`src/rtl/net_pkg.sv`:
```
// Shared types for the network transmit arbiter: FSM states, grant owner
// and the default inter-frame gap.
package net_pkg;

  typedef enum logic [1:0] {
    ST_IDLE = 2'd0,
    ST_ARP  = 2'd1,
    ST_UDP  = 2'd2,
    ST_GAP  = 2'd3
  } arb_state_t;

  typedef enum logic {
    GNT_ARP = 1'b0,
    GNT_UDP = 1'b1
  } grant_t;

  localparam int DEFAULT_IFG = 12;

endpackage

```
`src/rtl/net_tx_slice.sv`:
```
// Single-stage 8-bit + last register slice toward the MAC. The upstream ready
// depends only on this stage's occupancy and the MAC ready, never on in_valid.
module net_tx_slice (
  input  logic       clk,
  input  logic       rst_n,
  input  logic [7:0] in_data,
  input  logic       in_valid,
  input  logic       in_last,
  output logic       in_ready,
  output logic [7:0] out_data,
  output logic       out_valid,
  output logic       out_last,
  input  logic       out_ready
);

  logic [7:0] data_p1;
  logic       vld_p1;
  logic       last_p1;

  assign in_ready = !vld_p1 || out_ready;

  // stage p1: output register, held while stalled
  always_ff @(posedge clk or negedge rst_n) begin
    if (!rst_n) begin
      data_p1 <= '0;
      vld_p1  <= 1'b0;
      last_p1 <= 1'b0;
    end else if (in_ready) begin
      vld_p1 <= in_valid;
      if (in_valid) begin
        data_p1 <= in_data;
        last_p1 <= in_last;
      end
    end
  end

  assign out_data  = data_p1;
  assign out_valid = vld_p1;
  assign out_last  = last_p1;

endmodule

```
`src/rtl/net_tx_arb.sv`:
```
// Round-robin ARP/UDP frame arbiter feeding one MAC stream, with a locked grant
// per frame, an inter-frame gap and per-source frame counters.
module net_tx_arb
  import net_pkg::*;
#(
  parameter int IFG_CYCLES = DEFAULT_IFG,
  parameter int CNT_W      = 16
) (
  input  logic             logic_clk,
  input  logic             logic_rst,
  input  logic [7:0]       arp_tdata_in,
  input  logic             arp_tvalid_in,
  input  logic             arp_tlast_in,
  output logic             arp_tready_out,
  input  logic [7:0]       udp_tdata_in,
  input  logic             udp_tvalid_in,
  input  logic             udp_tlast_in,
  output logic             udp_tready_out,
  output logic [7:0]       net_tdata_out,
  output logic             net_tvalid_out,
  output logic             net_tlast_out,
  input  logic             net_tready_in,
  output logic [CNT_W-1:0] arp_frame_cnt_out,
  output logic [CNT_W-1:0] udp_frame_cnt_out,
  output logic             arb_busy_out
);

  localparam int GAP_W = (IFG_CYCLES > 1) ? $clog2(IFG_CYCLES) : 1;
  localparam logic [GAP_W-1:0] GAP_LOAD = (IFG_CYCLES > 0) ? GAP_W'(IFG_CYCLES - 1) : '0;

  logic [1:0]       rst_sync;
  logic             rst_n;
  arb_state_t       state;
  arb_state_t       state_nxt;
  grant_t           last_grant;
  logic [GAP_W-1:0] gap_cnt;
  logic [7:0]       sel_data;
  logic             sel_valid;
  logic             sel_last;
  logic             slice_ready;
  logic             arp_done;
  logic             udp_done;

  // Assertion is immediate; release is retimed through two flops.
  always_ff @(posedge logic_clk or negedge logic_rst) begin
    if (!logic_rst) rst_sync <= 2'b00;
    else            rst_sync <= {rst_sync[0], 1'b1};
  end

  assign rst_n = rst_sync[1];

  always_comb begin
    sel_data  = '0;
    sel_valid = 1'b0;
    sel_last  = 1'b0;
    case (state)
      ST_ARP: begin
        sel_data  = arp_tdata_in;
        sel_valid = arp_tvalid_in;
        sel_last  = arp_tlast_in;
      end
      ST_UDP: begin
        sel_data  = udp_tdata_in;
        sel_valid = udp_tvalid_in;
        sel_last  = udp_tlast_in;
      end
      default: ;
    endcase
  end

  assign arp_tready_out = (state == ST_ARP) && slice_ready;
  assign udp_tready_out = (state == ST_UDP) && slice_ready;
  assign arp_done       = arp_tvalid_in && arp_tready_out && arp_tlast_in;
  assign udp_done       = udp_tvalid_in && udp_tready_out && udp_tlast_in;
  assign arb_busy_out   = (state != ST_IDLE);

  always_ff @(posedge logic_clk or negedge rst_n) begin
    if (!rst_n) state <= ST_IDLE;
    else        state <= state_nxt;
  end

  always_comb begin
    state_nxt = state;
    case (state)
      ST_IDLE: begin
        if (arp_tvalid_in && (!udp_tvalid_in || last_grant == GNT_UDP))
          state_nxt = ST_ARP;
        else if (udp_tvalid_in)
          state_nxt = ST_UDP;
      end
      ST_ARP: if (arp_done) state_nxt = (IFG_CYCLES > 0) ? ST_GAP : ST_IDLE;
      ST_UDP: if (udp_done) state_nxt = (IFG_CYCLES > 0) ? ST_GAP : ST_IDLE;
      ST_GAP: if (gap_cnt == '0 && !net_tvalid_out) state_nxt = ST_IDLE;
      default: state_nxt = ST_IDLE;
    endcase
  end

  // The gap only counts once the final byte has left the output register.
  always_ff @(posedge logic_clk or negedge rst_n) begin
    if (!rst_n) begin
      last_grant <= GNT_UDP;
      gap_cnt    <= '0;
    end else begin
      if (state == ST_IDLE && state_nxt == ST_ARP) last_grant <= GNT_ARP;
      if (state == ST_IDLE && state_nxt == ST_UDP) last_grant <= GNT_UDP;
      if (state != ST_GAP && state_nxt == ST_GAP)
        gap_cnt <= GAP_LOAD;
      else if (state == ST_GAP && !net_tvalid_out && gap_cnt != '0)
        gap_cnt <= gap_cnt - GAP_W'(1);
    end
  end

  always_ff @(posedge logic_clk or negedge rst_n) begin
    if (!rst_n) begin
      arp_frame_cnt_out <= '0;
      udp_frame_cnt_out <= '0;
    end else begin
      if (arp_done) arp_frame_cnt_out <= arp_frame_cnt_out + CNT_W'(1);
      if (udp_done) udp_frame_cnt_out <= udp_frame_cnt_out + CNT_W'(1);
    end
  end

  net_tx_slice u_slice (
    .clk       (logic_clk),
    .rst_n     (rst_n),
    .in_data   (sel_data),
    .in_valid  (sel_valid),
    .in_last   (sel_last),
    .in_ready  (slice_ready),
    .out_data  (net_tdata_out),
    .out_valid (net_tvalid_out),
    .out_last  (net_tlast_out),
    .out_ready (net_tready_in)
  );

endmodule

```
`config.mk`:
```
export PLATFORM = sky130hd
export DESIGN_NAME = net_tx_arb
export DESIGN_NICKNAME = d
export VERILOG_FILES = /design/src/rtl/net_pkg.sv /design/src/rtl/net_tx_slice.sv /design/src/rtl/net_tx_arb.sv
export SDC_FILE = /design/constraint.sdc
export NUM_CORES = 1
export LEC_CHECK = 0
export ABC_AREA = 0
export CORE_MARGIN = 1
export CORE_UTILIZATION = 48
export DETAILED_ROUTE_END_ITERATION = 8
export PLACE_DENSITY_LB_ADDON = 0.25
export SYNTH_ARGS = -nofsm -noshare
export SYNTH_HDL_FRONTEND = slang
export SYNTH_SLANG_ARGS = --single-unit
```
`constraint.sdc`:
```
create_clock -name logic_clk -period 3.4 [get_ports logic_clk]
set_clock_uncertainty 0.05 [all_clocks]
set_input_delay 0.68 -clock logic_clk [delete_from_list [all_inputs] [get_ports logic_clk]]
set_output_delay 0.68 -clock logic_clk [all_outputs]
set_load 0.01 [all_outputs]
```
After elaboration in Yosys (flattened, before gate mapping)
Cells that the tools add are included.

Word-level logic and storage cells: 56. Flip-flop bits (word level): 51. Input port bits: 23. Output and inout port bits: 45.

Add/sub/neg operators: 3. Mux-type cells: 13. Reductions and logical operators: 24. Equal/unequal tests: 7.

Operator list (number): adder 16 x 1 -> 16 bit, second input constant (2); one-hot mux 8 bit (2 select lines) (1); logical AND 1 bit (13); 2-to-1 mux 2 bit (5); equality test 2 bit, second input constant (4); 2-to-1 mux 4 bit (2); one-hot mux 2 bit (4 select lines) (1); nonzero test 2 bit (3); equality test 2 x 1 -> 1 bit, second input constant (2); zero test 4 bit (1); one-hot mux 1 bit (2 select lines) (2); nonzero test 4 bit (1); subtractor 4 x 1 -> 4 bit, second input constant (1); zero test 1 bit (2); zero test 2 bit (1); logical OR 1 bit (2); 2-to-1 mux 1 bit (2); inequality test 2 bit, second input constant (1); AND reduction 2 bit (1).

Depth between registers and ports, before layout
Word-level depth: 11. Gate-level depth with buffers: 7.

Cells and area by module
From an unflattened synthesis, not the netlist that was laid out.

Cell total of the unflattened synthesis: 227. Area total of the unflattened synthesis: 2618.8 um^2.

By module, submodules not included: net_tx_arb (area an instance 2193.4 um^2, times used 1, cells each 205); net_tx_slice (area an instance 425.4 um^2, times used 1, cells each 22).

Least setup slack after synthesis
Ideal clock, no wire load.

Path type: reg-to-output. Start point: register state[1]. End point: output port arp_tready_out. Setup slack: 1.433 ns. Stages on the path, launching flop included: 5. Arrival time: 1.237 ns. Buffers on the path: 1. Cells stage by stage: dfrtp_1 inv_1 ha_1 clkbuf_1 and2_1.

Word-level cells in the longest chain between the ends: 2.

Ends and longest elaborated chain: from (decl) (line net_tx_arb.sv:33) `arb_state_t state;`; from (signal assigned) (line net_tx_arb.sv:79) `else state <= state_nxt;`; equality test 2 x 1 -> 1 bit (line net_tx_arb.sv:71) `assign arp_tready_out = (state == ST_ARP) && slice_ready;`; logical AND 1 bit (line net_tx_arb.sv:71); to (decl) (line net_tx_arb.sv:14) `output logic arp_tready_out,`.

No other way between the ends.

Worst setup path after layout
Start point: register state[0]. End point: output port udp_tready_out.

Word-level cells in the longest chain between the ends: 2.

Ends and longest elaborated chain: equality test 2 bit (line net_tx_arb.sv:72) `assign udp_tready_out = (state == ST_UDP) && slice_ready;`; logical AND 1 bit (line net_tx_arb.sv:72); to (decl) (line net_tx_arb.sv:18) `output logic udp_tready_out,`.

No other way between the ends.

==> metrics.txt <==
Sink Count=51; Die X=74.2 um; final setup violation count=0; CTS tree=done; WL/cell=13.2 um; Site Rows=25; Overflow after GRT=0; area of the core=4880 um^2; hold path start=rst_sync[0]; root buffer cell=clkbuf_8; layout cells sized above 1=7.67%; via count=1894; GRT Total Usage=19.8%; startpoint types=register; P_sw=0.740 mW; unique cell type count in the Yosys netlist=41; I/O Buffers=67; drt total wl=4.86 mm; Syn Inst Count=227; Post-Syn Area=2500 um^2; drt first pass iters=4; CP max stage cell=clkdlybuf4s50_1; post-synth top area cell=dfrtp_1; PnR Total Power=2.16 mW; Power Density=641 nW/um^2; initial antenna violation count=0; Syn Nets=259; DR vias/cell=5.16; Reg2Reg Setup Slack=1.15 ns; asr flop ratio synth=100%; ys flop type=dfrtp_1; CTS Buf Count=5; Comb power frac=39.9%; static leakage=1.45 nW; final hold violations=0; hold depth=0; CP required=2.67 ns; worst-path cell chain=inv_1, ha_1, and2_1, clkdlybuf4s50_1; Synthesis Warnings=0; Max Cap Violations=0; final worst slack=0.576 ns; routability cong.=0.805; drt drc=0; sum of negative setup slack=0 ns; status=finished, final reports clean; die area=5500 um^2; Yosys top cell area share=50.1%; post-route ant nets=0; Worst Hold Class=register to register; Sw Ratio=34.3%; Setup CP Type=register to primary output; post_cts resized=0; CP peak stage delay=0.53 ns; first-pass GRT wire length=8.27 mm; Diodes inserted=0; f_max=0.354 GHz; reg-to-reg critical path startpoint=state[0]; register area share after synthesis=51.1%; num ports=68; Synth area leaders=dfrtp_1 (50%), xnor2_1 (8.1%), ha_1 (4.5%); synthesis-stage register bit count=51; # nets final=331; Synth Area per Inst=11.0 um^2; Tmin final=2.82 ns; worst reg2reg path depth=6; Clk pwr share=19.1%; RSZ-0062 raised after global routing=no; register share of total power=41.0%; Slew Viols, Final=0; Initial Util=51.2%; vias in the first global route=1863; die height=74.2 um; Post-CTS Setup Inserts=0; initial drt markers=81; Max VDD drop=0.494 mV; worst skew pair latency=0.30 ns; H-tree levels=2; CP Capture Type=primary output; Area Growth Syn to Fin=34.7%; worst-path maximum fanout=15; worst-margin pin slew=1.02 ns; largest net degree at the start of global routing=50; Post-synth EDFFs=0; CTS hold repair buffers=0; clock transition at the registers of the reported paths=0.09 ns; period utilisation layout=83.0%; Place WS=0.653 ns; FF-to-FF End=udp_frame_cnt_out[11]; Int Power=1.42 mW; filler cell count=423; Hold EP=rst_sync[1]; WP data arrival=2.09 ns; Rel. slew slack=31.9%; post-DP HPWL=3.63 mm; clk buf depth=2
area by class of cell:
class / count / area, um^2 / share of cell area (%)
Clock buffer: 5 / 68.8 / 2.05
Clock inverter: 3 / 43.8 / 1.30
Inverter: 8 / 30.0 / 0.893
Multi-Input combinational cell: 164 / 1170 / 34.9
Sequential cell: 51 / 1280 / 38.0
Tap cell: 67 / 83.8 / 2.49
Timing Repair Buffer: 69 / 686 / 20.4
synth_stat cells, types with 2 or more instances:
cell	n
a22oi_1	9
and2_1	5
and3_1	3
and4_1	3
buf_2	2
clkbuf_1	2
dfrtp_1	50
ha_1	9
inv_1	8
nand2_1	23
nand2b_1	3
nand3_1	14
nand4_1	13
nor2_1	9
nor2b_1	2
nor4b_4	2
o21a_1	2
o21ai_0	12
o21bai_1	2
o221ai_1	2
xnor2_1	23
xor2_1	10
layout by cell type, fill, tap and decap left out, types with 3 or more instances in the layout:
cell	synthesis	final
clkdlybuf4s50_1	0	67
dfrtp_1	50	49
nand2_1	23	23
xnor2_1	23	23
nand3_1	14	14
nand4_1	13	13
o21ai_0	12	12
xor2_1	10	10
nor2_1	9	9
a22oi_1	9	9
ha_1	9	9
inv_1	8	8
and2_1	5	5
clkbuf_8	0	5
nand2b_1	3	3
and3_1	3	3
and4_1	3	3
cell families (layout without fill, tap and decap cells):
family | Yosys count | count (layout) | share of synthesized area [%]
xor+xnor | 33 | 33 | 11.6
flops | 51 | 51 | 51.1
compound gates | 35 | 35 | 9.76
buf+inv | 12 | 85 | 1.90
fa+ha+maj | 9 | 9 | 4.51
mux | 1 | 1 | 0.451
other cells | 1 | 1 | 0.150
simple gates | 85 | 85 | 20.5
worst max-delay path: cells and delay by family (launching register included):
| kind | cells | cell delay [ns] |
|---|---|---|
| AND/OR/NAND/NOR | 1 | 0.20 |
| flip-flops | 1 | 0.44 |
| buffers and inverters | 2 | 0.68 |
| adder cells (fa/ha/maj) | 1 | 0.48 |
routing by layer:
layer	GRT usage [%]	vias up	wire length [um]
li1	-	943	-
met1	24.4	896	2100
met2	33.7	51	2440
met3	5.96	4	271
met4	5.13	0	44
met5	0	-	0
through the flow:
stage	cells	hold slack (ns)	cell area, um^2	utilization [%]
after floorplan	227	0.281	2500	-
after global placement	359	0.287	3250	66.6
after detailed placement	359	0.292	3250	66.6
after CTS	367	0.322	3360	68.9
after global routing	367	0.333	3360	68.9
final	367	0.316	3360	68.9
power groups by stage:
| stage | Clock (mW) | Sequential, mW | Combinational, mW |
|---|---|---|---|
| after floorplan | 0 | 0.911 | 0.470 |
| after global placement | 0 | 0.887 | 0.848 |
| after detailed placement | 0 | 0.896 | 0.867 |
| after CTS | 0.427 | 0.885 | 0.870 |
| after global routing | 0.454 | 0.908 | 0.966 |
| final | 0.413 | 0.883 | 0.860 |
state kept, by name, summed over array words and instances (netlist names):
name and cells:
arp_frame_cnt_out 16, udp_frame_cnt_out 16, rst_sync 2, u_slice.out_data 8
state 2, u_slice.out_valid 1, u_slice.out_last 1, gap_cnt 4
last_grant 1
how the worst max path moves through the flow:
stage,start,end,slack [ns],depth (start not counted)
final,state[0],udp_tready_out,0.58,4
after global routing,state[0],udp_tready_out,0.41,4
after CTS,state[0],udp_tready_out,0.56,4
after detailed placement,net_tready_in,arp_tready_out,0.65,4
after global placement,net_tready_in,udp_tready_out,0.65,4
after floorplan,state[1],arp_tready_out,1.43,4
(Power assumes the default switching activity.)
